**src/rtl/cpu_seq_pkg.sv**
```systemverilog
// rtl/cpu_seq_pkg.sv - shared types and constants for the VeriRISC fetch/execute sequencer
package cpu_seq_pkg;

   // Sequencer states; encodings 9..15 are illegal and recover to INST_ADDR
   typedef enum logic [3:0] {
      INST_ADDR  = 4'd0,
      INST_FETCH = 4'd1,
      INST_LOAD  = 4'd2,
      IDLE       = 4'd3,
      OP_ADDR    = 4'd4,
      OP_FETCH   = 4'd5,
      ALU_OP     = 4'd6,
      STORE      = 4'd7,
      HALTED     = 4'd8
   } state_e;

   // Instruction codes; SKNZ only exists in builds with CPU_SEQ_SKNZ_EN and OPCODE_W>=4
   typedef enum logic [3:0] {
      OP_HLT  = 4'd0,
      OP_SKZ  = 4'd1,
      OP_ADD  = 4'd2,
      OP_AND  = 4'd3,
      OP_XOR  = 4'd4,
      OP_LDA  = 4'd5,
      OP_STO  = 4'd6,
      OP_JMP  = 4'd7,
      OP_SKNZ = 4'd8
   } opcode_e;

   // Datapath strobes, MSB first
   typedef struct packed {
      logic sel;
      logic rd;
      logic ld_ir;
      logic halt;
      logic inc_pc;
      logic ld_ac;
      logic ld_pc;
      logic wr;
      logic data_e;
   } ctrl_t;

   // Strobe values while reset is held: instruction address on the bus, nothing else
   localparam ctrl_t CTRL_RESET = '{sel: 1'b1, default: 1'b0};

endpackage

```
**src/rtl/cpu_seq_wait_cnt.sv**
```systemverilog
// rtl/cpu_seq_wait_cnt.sv - 4-bit load/decrement memory wait counter with done flag
module cpu_seq_wait_cnt (
   input  logic       clk,
   input  logic       reset,
   input  logic       load,
   input  logic [3:0] load_val,
   input  logic       dec,
   output logic       done
);

   logic [3:0] count;

   // Load on the cycle before a wait state, then count down and stick at zero
   always_ff @(posedge clk) begin
      if (reset) begin
         count <= 4'd0;
      end else if (load) begin
         count <= load_val;
      end else if (dec && (count != 4'd0)) begin
         count <= count - 4'd1;
      end
   end

   assign done = (count == 4'd0);

endmodule

```
**src/rtl/cpu_seq_ctrl.sv**
```systemverilog
// rtl/cpu_seq_ctrl.sv - VeriRISC sequencer with wait states, resumable halt; CPU_SEQ_SKNZ_EN adds SKNZ (opcode 8)
module cpu_seq_ctrl
   import cpu_seq_pkg::*;
#(
   parameter int OPCODE_W    = 3,
   parameter int WAIT_CYCLES = 0
) (
   input  logic                clk,
   input  logic                reset,
   input  logic [OPCODE_W-1:0] opcode,
   input  logic                zero,
   input  logic                go,
   output logic                sel,
   output logic                rd,
   output logic                ld_ir,
   output logic                halt,
   output logic                inc_pc,
   output logic                ld_ac,
   output logic                ld_pc,
   output logic                wr,
   output logic                data_e,
   output logic [3:0]          state
);

   state_e      cur;
   ctrl_t       strb;
   logic        wait_done;
   logic        wait_load;
   logic        wait_dec;
   logic [31:0] op_ext;
   logic        is_hlt;
   logic        is_skz;
   logic        is_sto;
   logic        is_jmp;
   logic        is_alu;
   logic        is_sknz;

   // Compare at 32 bits so code 8 can never alias a low opcode in a 3-bit build
   assign op_ext = 32'(opcode);
   assign is_hlt = (op_ext == 32'(OP_HLT));
   assign is_skz = (op_ext == 32'(OP_SKZ));
   assign is_sto = (op_ext == 32'(OP_STO));
   assign is_jmp = (op_ext == 32'(OP_JMP));
   assign is_alu = (op_ext == 32'(OP_ADD)) || (op_ext == 32'(OP_AND)) ||
                   (op_ext == 32'(OP_XOR)) || (op_ext == 32'(OP_LDA));

`ifdef CPU_SEQ_SKNZ_EN
   assign is_sknz = (OPCODE_W >= 4) && (op_ext == 32'(OP_SKNZ));
`else
   assign is_sknz = 1'b0;
`endif

   // One counter serves both wait states: armed in the state before each, drained inside
   assign wait_load = (cur == INST_ADDR) || (cur == OP_ADDR);
   assign wait_dec  = (cur == INST_FETCH) || (cur == OP_FETCH);

   cpu_seq_wait_cnt u_wait (
      .clk      (clk),
      .reset    (reset),
      .load     (wait_load),
      .load_val (4'(WAIT_CYCLES)),
      .dec      (wait_dec),
      .done     (wait_done)
   );

   // Instruction sequencing; any unlisted encoding falls back to INST_ADDR
   always_ff @(posedge clk) begin
      if (reset) begin
         cur <= INST_ADDR;
      end else begin
         case (cur)
            INST_ADDR:  cur <= INST_FETCH;
            INST_FETCH: if (wait_done) cur <= INST_LOAD;
            INST_LOAD:  cur <= IDLE;
            IDLE:       cur <= OP_ADDR;
            OP_ADDR:    cur <= is_hlt ? HALTED : OP_FETCH;
            OP_FETCH:   if (wait_done) cur <= ALU_OP;
            ALU_OP:     cur <= STORE;
            STORE:      cur <= INST_ADDR;
            HALTED:     if (go) cur <= INST_ADDR;
            default:    cur <= INST_ADDR;
         endcase
      end
   end

   // Strobe decode from state, opcode and zero; reset overrides so no write escapes
   always_comb begin
      strb = '0;
      if (reset) begin
         strb = CTRL_RESET;
      end else begin
         case (cur)
            INST_ADDR: begin
               strb.sel = 1'b1;
            end
            INST_FETCH: begin
               strb.sel = 1'b1;
               strb.rd  = 1'b1;
            end
            INST_LOAD, IDLE: begin
               strb.sel   = 1'b1;
               strb.rd    = 1'b1;
               strb.ld_ir = 1'b1;
            end
            OP_ADDR: begin
               strb.inc_pc = 1'b1;
               strb.halt   = is_hlt;
            end
            OP_FETCH: begin
               strb.rd = is_alu;
            end
            ALU_OP: begin
               strb.rd     = is_alu;
               strb.inc_pc = (is_skz && zero) || (is_sknz && !zero);
               strb.ld_pc  = is_jmp;
               strb.data_e = is_sto;
            end
            STORE: begin
               strb.rd     = is_alu;
               strb.ld_ac  = is_alu;
               strb.ld_pc  = is_jmp;
               strb.wr     = is_sto;
               strb.data_e = is_sto;
            end
            HALTED: begin
               strb.halt = 1'b1;
            end
            default: begin
               strb = '0;
            end
         endcase
      end
   end

   assign sel    = strb.sel;
   assign rd     = strb.rd;
   assign ld_ir  = strb.ld_ir;
   assign halt   = strb.halt;
   assign inc_pc = strb.inc_pc;
   assign ld_ac  = strb.ld_ac;
   assign ld_pc  = strb.ld_pc;
   assign wr     = strb.wr;
   assign data_e = strb.data_e;
   assign state  = cur;

endmodule
```
**config.mk**
```make
export PLATFORM = sky130hd
export DESIGN_NAME = cpu_seq_ctrl
export DESIGN_NICKNAME = d
export VERILOG_FILES = /design/src/rtl/cpu_seq_pkg.sv /design/src/rtl/cpu_seq_wait_cnt.sv /design/src/rtl/cpu_seq_ctrl.sv
export SDC_FILE = /design/constraint.sdc
export NUM_CORES = 1
export LEC_CHECK = 0
export ABC_AREA = 1
export CORE_ASPECT_RATIO = 0.8
export CORE_UTILIZATION = 25
export CTS_CLUSTER_SIZE = 8
export DETAILED_ROUTE_END_ITERATION = 16
export PLACE_DENSITY = 0.51
export REMOVE_ABC_BUFFERS = 1
export SYNTH_ARGS = -nofsm -noshare
export SYNTH_HDL_FRONTEND = slang
export SYNTH_SLANG_ARGS = --single-unit
```
**constraint.sdc**
```tcl
create_clock -name clk -period 3.25 [get_ports clk]
set_clock_uncertainty 0.15 [all_clocks]
set_input_delay 0.325 -clock clk [delete_from_list [all_inputs] [get_ports clk]]
set_output_delay 0.325 -clock clk [all_outputs]
set_load 0.02 [all_outputs]
```
==> flow_metrics.env <==
export IMPL_run_status="finished clean"
export IMPL_vias_in_the_first_global_route=560
export IMPL_required_ns=2.77
export IMPL_cts_tree="built"
export IMPL_clockBufferDepth=2
export IMPL_die_width_um=54.8
export IMPL_cts_root_buf="sky130_fd_sc_hd__clkbuf_4"
export IMPL_clock_latency_ns=0.25
export IMPL_relative_contribution_of_sequential_cells_to_total_power_pct=45.1
export IMPL_post_cts_resize_count=0
export IMPL_dp_hpwl_um=1110
export IMPL_swShare_pct=29.2
export IMPL_pin_count=20
export IMPL_timing_final_hold_violations=0
export IMPL_numCtsBuffers=3
export IMPL_slew_headroom_pct=78.4
export IMPL_dr_pass1_iters=4
export IMPL_pwr_share_comb_pct=22.6
export IMPL_synth_seq_area_share_pct=28.7
export IMPL_synth_lib_cells_used_distinct=20
export IMPL_htree_num_levels=1
export IMPL_largest_voltage_drop_on_the_vdd_net_mv=0.246
export IMPL_dr_total_vias=618
export IMPL_std_cell_rows=14
export IMPL_port_buffers=19
export IMPL_timing_final_crit_period_ns=2.55
export IMPL_clock_sink_count=8
export IMPL_synth_top_cell_area_share_pct=28.7
export IMPL_critical_path_cell_chain="clkdlybuf4s50_1, inv_1, nand2_1, nor4_1, clkdlybuf4s50_1"
export IMPL_synth_seq_cells=8
export IMPL_core_area_mm2=0.00200
export IMPL_hold_worst_slack_ns=0.321
export IMPL_setup_total_negative_slack_ns=0
export IMPL_critical_path_most_common_cell="sky130_fd_sc_hd__clkdlybuf4s50_1"
export IMPL_final_common_cell="sky130_fd_sc_hd__nand2_1"
export IMPL_dieArea_mm2=0.00243
export IMPL_postSynthAreaPerCell_um2=6.13
export IMPL_min_path_cells=2
export IMPL_synth_area_leader_cell="sky130_fd_sc_hd__dfxtp_1"
export IMPL_leakage_uw=0.000315
export IMPL_layout_nets=122
export IMPL_setup_ws_ns=0.701
export IMPL_area_growth_syn_to_layout_pct=42.6
export IMPL_cts_hold_buffers=0
export IMPL_drive_gt1_share_pct=11.6
export IMPL_number_of_fill_cells=220
export IMPL_regArea_um2=160
export IMPL_vertical_die_dimension_um=44.3
export IMPL_place_worst_setup_slack_ns=0.707
export IMPL_layout_cells_most_common_list="24 x sky130_fd_sc_hd__nand2_1, 19 x sky130_fd_sc_hd__clkdlybuf4s50_1, 10 x sky130_fd_sc_hd__inv_1, 10 x sky130_fd_sc_hd__a21oi_1, 9 x sky130_fd_sc_hd__nor2_1"
export IMPL_setup_worst_path_start_class="primary input"
export IMPL_path_class="primary input to primary output"
export IMPL_synth_cell_area_um2=558
export IMPL_min_delay_path_class="register to register"
export IMPL_grt_util_all_layers_pct=14.6
export IMPL_post_cts_setup_buffers=0
export IMPL_synthesis_instances=91
export IMPL_ys_warn_count=0
export IMPL_multi_input_comb_area_um2=340
export IMPL_grt_start_max_net_pins=10
export IMPL_net_switching_power_uw=68.8
export IMPL_antennaDiodeCount=0
export IMPL_max_slew_worst_pin_slew_ns=0.323
export IMPL_worst_setup_hold_path_clk_slew_ns=0.06
export IMPL_final_setup_viol_count=0
export IMPL_rsz_0062_raised_after_global_routing="false"
export IMPL_drt_first_iter_violations=12
export IMPL_endpoint_kind="primary output"
export IMPL_clock_fmax_ghz=0.392
export IMPL_routed_wire_length_per_instance_um=10.2
export IMPL_synth_area_leaders="sky130_fd_sc_hd__dfxtp_1 29%, sky130_fd_sc_hd__nand2_1 16%, sky130_fd_sc_hd__a21oi_1 9.0%"
export IMPL_antenna_violating_nets_post_route=0
export IMPL_internal_power_uw=166
export IMPL_min_period_over_period_pct=78.4
export IMPL_gr_total_overflow=0
export IMPL_detail_route_drc_violations=0
export IMPL_wl_um=1390
export IMPL_vias_per_cell=4.54
export IMPL_drv_max_cap_violation_count=0
export IMPL_cp_max_fo=9
export IMPL_slew_violations=0
export IMPL_critical_path_max_stage_delay_ns=0.65
export IMPL_pwr_density_cell_mw_per_mm2=296
export IMPL_power_share_clock_pct=32.3
export IMPL_r2r_worst_path_cells=8
export IMPL_gpl_final_weighted_congestion=0.801
export IMPL_wire_length_of_the_first_global_routing_pass_um=2500
export IMPL_critical_path_slowest_cell="sky130_fd_sc_hd__clkdlybuf4s50_1"
export IMPL_number_of_antenna_violations_at_the_first_check_in_global_routing=0
export IMPL_floorplan_initialDensity_pct=27.9
export IMPL_crit_path_arrival_time_ns=2.07
[critical path, delay by kind of cell]
kind                   cells  cell delay, ns
buffers and inverters      3            1.42
and+or+nand+nor            2            0.33
[final timing paths]
path	from	end	slack, ns
max	reset	wr	0.70
min	u_wait.count[0]	u_wait.count[0]	0.32
max reg2reg	u_wait.count[0]	u_wait.count[1]	1.87
min reg2reg	u_wait.count[0]	u_wait.count[0]	0.32
[Yosys cell counts (all sizes together)]
library cell / instances
ha: 1
xnor2: 1
nand2: 25
nand3: 9
inv: 14
a21oi: 10
dfxtp: 8
nor2: 12
o211ai: 1
buf: 1
nor4: 2
xor2: 1
o21ai: 1
nand4: 1
nor3: 4
[flip-flops by register name, indices dropped and copies added, names as in the netlist]
name          flops
state             4
u_wait.count      4
[final cells by class]
| type | count | share of cell area [%] |
|---|---|---|
| multi-input combinational | 68 | 42.8 |
| timing repair buffer | 19 | 23.9 |
| sequential | 8 | 20.1 |
| inverter | 14 | 6.60 |
| tap | 24 | 3.77 |
| clock buffer | 3 | 2.83 |
[power by group through the flow]
stage | clock [uW] | combinational (uW) | sequential, uW
after CTS | 80.3 | 53.4 | 106
after global routing | 89.8 | 58.6 | 107
after detailed placement | 0 | 53.3 | 108
final | 76.0 | 53.2 | 106
after floorplan | 0 | 26.1 | 111
after global placement | 0 | 54.0 | 108
[through the flow]
| stage | util [%] | cells | total power [uW] | cell area, um^2 |
|---|---|---|---|---|
| after global routing | 39.8 | 136 | 255 | 796 |
| after detailed placement | 38.7 | 133 | 162 | 773 |
| after CTS | 39.8 | 136 | 240 | 796 |
| final | 39.8 | 136 | 235 | 796 |
| after global placement | 38.7 | 133 | 163 | 773 |
| after floorplan | - | 90 | 137 | 553 |
[cells by family (layout without fill, tap and decap cells)]
group | Yosys count | after routing | share of synthesized area [%]
and+or+nand+nor | 53 | 53 | 44.4
buffers and inverters | 15 | 36 | 10.3
AOI/OAI and AO/OA | 12 | 12 | 11.2
DFF | 8 | 8 | 28.7
xor gates and xnor gates | 2 | 2 | 3.14
adders and majority gates | 1 | 1 | 2.24
[metal layers]
metal,up-vias,track usage (%),share of wire (%),wire [um]
met3,2,6.53,3.8,53
met5,-,0,0,0
met2,9,17.3,42,579
met4,0,4.62,0.72,10
li1,340,-,-,-
met1,267,22.5,54,741
Power figures use the tool's default switching activity.
